## src/rtl/reg_file_bypass.sv

```systemverilog
// rtl/reg_file_bypass.sv - MIPS register file with write-through bypass and debug read port
// Register 0 reads as zero everywhere; writes to it are discarded and uncounted.
module reg_file_bypass #(
  parameter int WIDTH     = 32,
  parameter int ADDR_BITS = 5
) (
  input  logic                 clk,
  input  logic                 reset,
  input  logic [ADDR_BITS-1:0] rd_addr1,
  input  logic [ADDR_BITS-1:0] rd_addr2,
  output logic [WIDTH-1:0]     rd_data1,
  output logic [WIDTH-1:0]     rd_data2,
  input  logic                 wr_en,
  input  logic [ADDR_BITS-1:0] wr_addr,
  input  logic [WIDTH-1:0]     wr_data,
  input  logic [ADDR_BITS-1:0] dbg_addr,
  output logic [WIDTH-1:0]     dbg_data,
  output logic [15:0]          wr_count
);

  localparam int DEPTH = 1 << ADDR_BITS;

  logic [WIDTH-1:0] regs [DEPTH];
  logic             wr_hit;

  // wr_en is tested first so an undriven wr_addr cannot produce a write.
  assign wr_hit = wr_en && !reset && (wr_addr != '0);

  always_ff @(posedge clk) begin
    if (reset) begin
      for (int i = 0; i < DEPTH; i++) regs[i] <= '0;
      wr_count <= '0;
    end else if (wr_hit) begin
      regs[wr_addr] <= wr_data;
      wr_count      <= wr_count + 16'd1;
    end
  end

  assign rd_data1 = (rd_addr1 == '0) ? '0 :
                    (wr_hit && wr_addr == rd_addr1) ? wr_data : regs[rd_addr1];
  assign rd_data2 = (rd_addr2 == '0) ? '0 :
                    (wr_hit && wr_addr == rd_addr2) ? wr_data : regs[rd_addr2];
  assign dbg_data = (dbg_addr == '0) ? '0 :
                    (wr_hit && wr_addr == dbg_addr) ? wr_data : regs[dbg_addr];

endmodule
```

## config.mk

```make
export PLATFORM = sky130hd
export DESIGN_NAME = reg_file_bypass
export DESIGN_NICKNAME = d
export VERILOG_FILES = /design/src/rtl/reg_file_bypass.sv
export SDC_FILE = /design/constraint.sdc
export NUM_CORES = 2
export LEC_CHECK = 0
export ABC_CLOCK_PERIOD_IN_PS = 11000
export CAP_MARGIN = 10
export CORE_ASPECT_RATIO = 0.6
export CORE_MARGIN = 2
export CORE_UTILIZATION = 30
export DETAILED_ROUTE_END_ITERATION = 8
export DONT_BUFFER_PORTS = 1
export PLACE_DENSITY_LB_ADDON = 0.3
export SYNTH_ARGS = -nofsm -noshare
export SYNTH_HDL_FRONTEND = slang
export SYNTH_SLANG_ARGS = --single-unit
```

## constraint.sdc

```tcl
create_clock -name clk -period 11 [get_ports clk]
set_clock_uncertainty 0.05 [all_clocks]
set_input_delay 3.3 -clock clk [delete_from_list [all_inputs] [get_ports clk]]
set_output_delay 3.3 -clock clk [all_outputs]
set_load 0.02 [all_outputs]
```

**Word-level counts from Yosys, hierarchy flattened**

Memories as Yosys holds them, arrays and structs flattened.
Index checks and enable logic that the tools add are counted.
W data, S select, Z words.

- Memories: 1
- Input bits: 55
- RAM bits: 1024
- Register bits after elaboration: 16
- Output and inout bits: 112

- Equality and inequality tests: 3
- Muxes and demuxes: 14
- Reductions and logical operators: 11
- Add/subtract/negate cells: 1

Memory list:

| memory | depth | bits a word | rd ports | clocked after memory_dff | write ports | RTL line | text |
|---|---|---|---|---|---|---|---|
| regs | 32 | 32 | 3 | 0 | 32 | 23 | `logic [WIDTH-1:0] regs [DEPTH];` |

Operator list:

| cell | count |
|---|---|
| $mux W32 | 7 |
| $reduce_or A32 Y1 | 1 |
| $add A16 B1 Y16 const B | 1 |
| $eq A5 B5 Y1 | 3 |
| $logic_not A5 Y1 | 3 |
| $mux W1 | 6 |
| $logic_and A1 B1 Y1 | 5 |
| $mux W5 | 1 |
| $reduce_bool A5 Y1 | 1 |
| $logic_not A1 Y1 | 1 |

**Logic depth before layout (Yosys ltp)**

- Depth after elaboration: 8
- Mapped depth: 9

**Worst setup path before layout**

Ideal clock, no wire load.

- Path kind: input-to-output
- Start: input port dbg_addr[0]
- End: output port dbg_data[1]
- Setup slack: 2.487 ns
- Arrival: 5.163 ns
- Cell stages on the path: 9
- Cells stage by stage: buf_6 > buf_12 > buf_12 > buf_12 > mux2i_1 > a221oi_1 > a22oi_1 > o21a_1 > a221oi_1

- Cells in the longest elaborated chain, start to end: 4
- Elaborated cells between the ends (all ways): 6
- Classes of those cells: 1 x eq/ne; 2 x mux; 2 x reduce/logical; 1 x memory

Ends and longest elaborated chain:

| element | RTL line | text |
|---|---|---|
| start, declared | 16 | `input logic [ADDR_BITS-1:0] dbg_addr,` |
| parallel branches: the longest is 3 deep, another holds $mem_v2 Z32 W32 | -- |  |
| $mux W32 * | 43 | `assign dbg_data = (dbg_addr == '0) ? '0 :` |
| end, declared | 17 | `output logic [WIDTH-1:0] dbg_data,` |

Every way passes the cells marked *.

**Final worst setup path**

- Start: input port dbg_addr[1]
- End: output port dbg_data[6]

The elaborated chain is that of the path after synthesis.

==> results.ini <==
[critical_path]
path_max_fanout=185
required_ns=7.65
max_stage_delay_ns=0.86
cp-end-kind=primary output
worstSetupPathType=input pin to primary output
critPathSlowestCell=nor2_1
critPathArrivalTime_ns=6.65
start_kind=input pin
reg2reg_from=wr_count[3]
reg2reg_slack_ns=8.59
cp_top_family=simple AND/OR/NAND/NOR gates
crit_buf_inv=1
r2r-end=wr_count[10]
cp_cell_sequence=or4_1 -> nor2_1 -> nor2_4 -> buf_4 -> a31oi_1 -> o21ai_1
reg2regPathDepth=5

[synth]
synth_edf_count=1024
ys_types=66
syn_inst=4669
syn_area_sq_um=64500
ys_ff_latch=1040
ys.flop_type=edfxtp_1
ys_seq_area_share_pct=48.2
ys_warn_count=0
synthArstFlopShare_pct=0
syn_avg_cell_area_sq_um=13.8

[placed_design]
place_congestion=0.863
io_buffers=0
dp.final_hpwl_um=162000
pre_cts_ws_ns=1.36

[global_routing]
grt-ovfl-total=0
grt_max_degree=270
antenna_found_initial=19
grt_pass1_wl_um=375000
grt_pass1_vias=43911
track_usage_pct=24.5

[power]
p_int_uw=7100
combPwrFrac_pct=15.2
switchingPower_uw=2760
p_clk_share_pct=36.7
irDropWorstVdd_uv=131
seqPwrFrac_pct=48.1
p_leak_uw=0.0229
switching_share_pct=28.0
powerDensity_nw_per_um2=140

[die]
die_w_um=603
start_util_pct=30.3
fp.coreArea_sq_um=213000
die_h_um=363
fp-row-count=131
dieArea_sq_um=219000
ioPinCount=167

[drt]
first_pass_iters=8
drt_iter0_markers=8159
drc_errors=0
vias=46734
wl_per_cell_um=37.3
wirelength_um=275000
ant_nets=0
drt-vias-per-instance=6.34

[timing]
setup_slack_ns=1.00
finalSetupTns_ns=0
rsz0062_at_grt=no
report.final.slew_viol_count=0
hold_violations=0
period_share_pct=90.9
fmax_ghz=0.100
maxSlewHeadroom_pct=6.23
setup_viol_count_final=0
min_period_ns=10.0
worstMarginPinSlew_ns=1.41

[status]
status=finished, final reports clean

[cts]
cts-htree-levels=3
ctsLongestPathBuffers=3
cts_root_buffer=clkbuf_16
clk_latency_ns=0.76
cts-buffers-inserted=106
cts_resized=0
clk_pin_slew_ns=0.06
hold_buffers=0
clock-sinks=1040
cts_tree=built
cts_setup_buffers=0

[cells_and_area]
syn2layout_area_growth_pct=9.18
num-nets-final=4482
final_common_cell=edfxtp_1
drive_gt1_share_pct=24.1
final_cell_mix=edfxtp_1, and2_1, mux4_2

[run]
cap_violations=0

[worst_hold_path]
whs_path_depth=2
min_to=wr_count[5]
min_path_type=register to register
min_from=wr_count[5]

## layout make-up
| type | instances | area [sq um] |
|---|---|---|
| Multi-Input combinational cell | 3097 | 31200 |
| Timing Repair Buffer | 162 | 1270 |
| Fill cell | 20692 | 143000 |
| Clock buffer | 125 | 2720 |
| Tap cell | 2859 | 3580 |
| Sequential cell | 1040 | 31100 |
| Inverter | 19 | 73.8 |
| Clock inverter | 68 | 508 |
| Antenna cell | 7 | 17.5 |
## cell usage after synthesis (4+ instances only)
cell type,count,area [sq um]
nand2_1,137,514
buf_2,126,631
o2111ai_1,8,70.1
nor2_1,112,420
a221oi_1,54,473
o21ai_0,67,335
clkbuf_1,321,1200
o21ai_1,4,20.0
a31oi_1,14,87.6
or3_1,5,31.3
nor2b_1,36,225
nor4_1,6,37.5
dfxtp_1,16,320
mux2i_1,325,3250
xnor2_1,16,140
edfxtp_1,1024,30700
a22oi_1,119,893
inv_1,14,52.6
and3_1,25,156
a32oi_1,7,61.3
a21oi_1,79,395
or4_1,4,30.0
mux2_2,9,101
a211o_1,5,43.8
o21a_1,6,45.0
o211ai_1,14,105
a41oi_1,19,166
xor2_1,11,96.3
buf_1,35,131
nand3_1,58,290
nor3_1,337,1690
a2111oi_0,6,52.6
buf_6,16,180
o22ai_1,29,181
buf_4,40,300
a22o_1,26,228
a211oi_1,37,278
and2_1,701,4390
nand4_1,18,113
or2_2,36,225
a221o_1,25,250
nand2b_1,10,62.6
mux4_2,669,15100
## through the flow
stage               total power, uW  hold WS, ns  cells  cell area [sq um]  utilization [%]
floorplan                      5880        0.520   4700              64600                -
global placement               6270        0.548   7176              67100             31.5
detailed placement             6280        0.551   7176              67100             31.5
CTS                            9840        0.560   7369              70400             33.0
global route                  10100        0.595   7371              70400             33.0
finish                         9870        0.563   7377              70400             33.0
## cells by family (layout without fill, tap and decap cells)
kind of cell             count (synthesis)  count (layout)  share of synthesized area, %
AND/OR/NAND/NOR                       1498            1498                          12.9
flip-flops                            1040            1040                          48.2
XOR/XNOR                                27              27                         0.367
adder cells (fa/ha/maj)                  1               1                        0.0194
multiplexers                          1003            1003                          28.6
AO/OA/AOI/OAI                          536             536                          5.95
other                                    1              39                       0.00581
buffers and inverters                  563             374                          4.07
## worst min-delay path: stages, from the launching register on
cell	delay (ns)
dfxtp_1	0.40
o21ai_0	0.11
a21oi_1	0.06
## flip-flops by register name, indices dropped and copies added, names as in the netlist
signal and cells:
wr_count 16, regs 1024
## routing by layer
metal	GRT usage, %	wire length, um
met4	8.83	11100
met3	7.74	38100
met2	35.0	115000
met1	34.6	111000
met5	0	0
## worst max path at each step
| stage | from | endpoint | slack, ns | depth (start not counted) |
|---|---|---|---|---|
| after floorplan | dbg_addr[0] | dbg_data[1] | 2.49 | 9 |
| after global placement | dbg_addr[0] | dbg_data[6] | 1.29 | 6 |
| after detailed placement | wr_addr[2] | rd_data1[6] | 1.36 | 7 |
| after CTS | rd_addr1[1] | rd_data1[6] | 1.36 | 6 |
| after global routing | dbg_addr[1] | dbg_data[6] | 1.29 | 6 |
| final | dbg_addr[1] | dbg_data[6] | 1.00 | 6 |
## power by group through the flow
stage	Clock (uW)	Sequential (uW)	Combinational, uW
global placement	0	4810	1470
CTS	3640	4730	1470
finish	3620	4750	1500
detailed placement	0	4820	1460
floorplan	0	4750	1130
global route	3790	4760	1530
No activity file was read; power rests on OpenSTA's default activity.
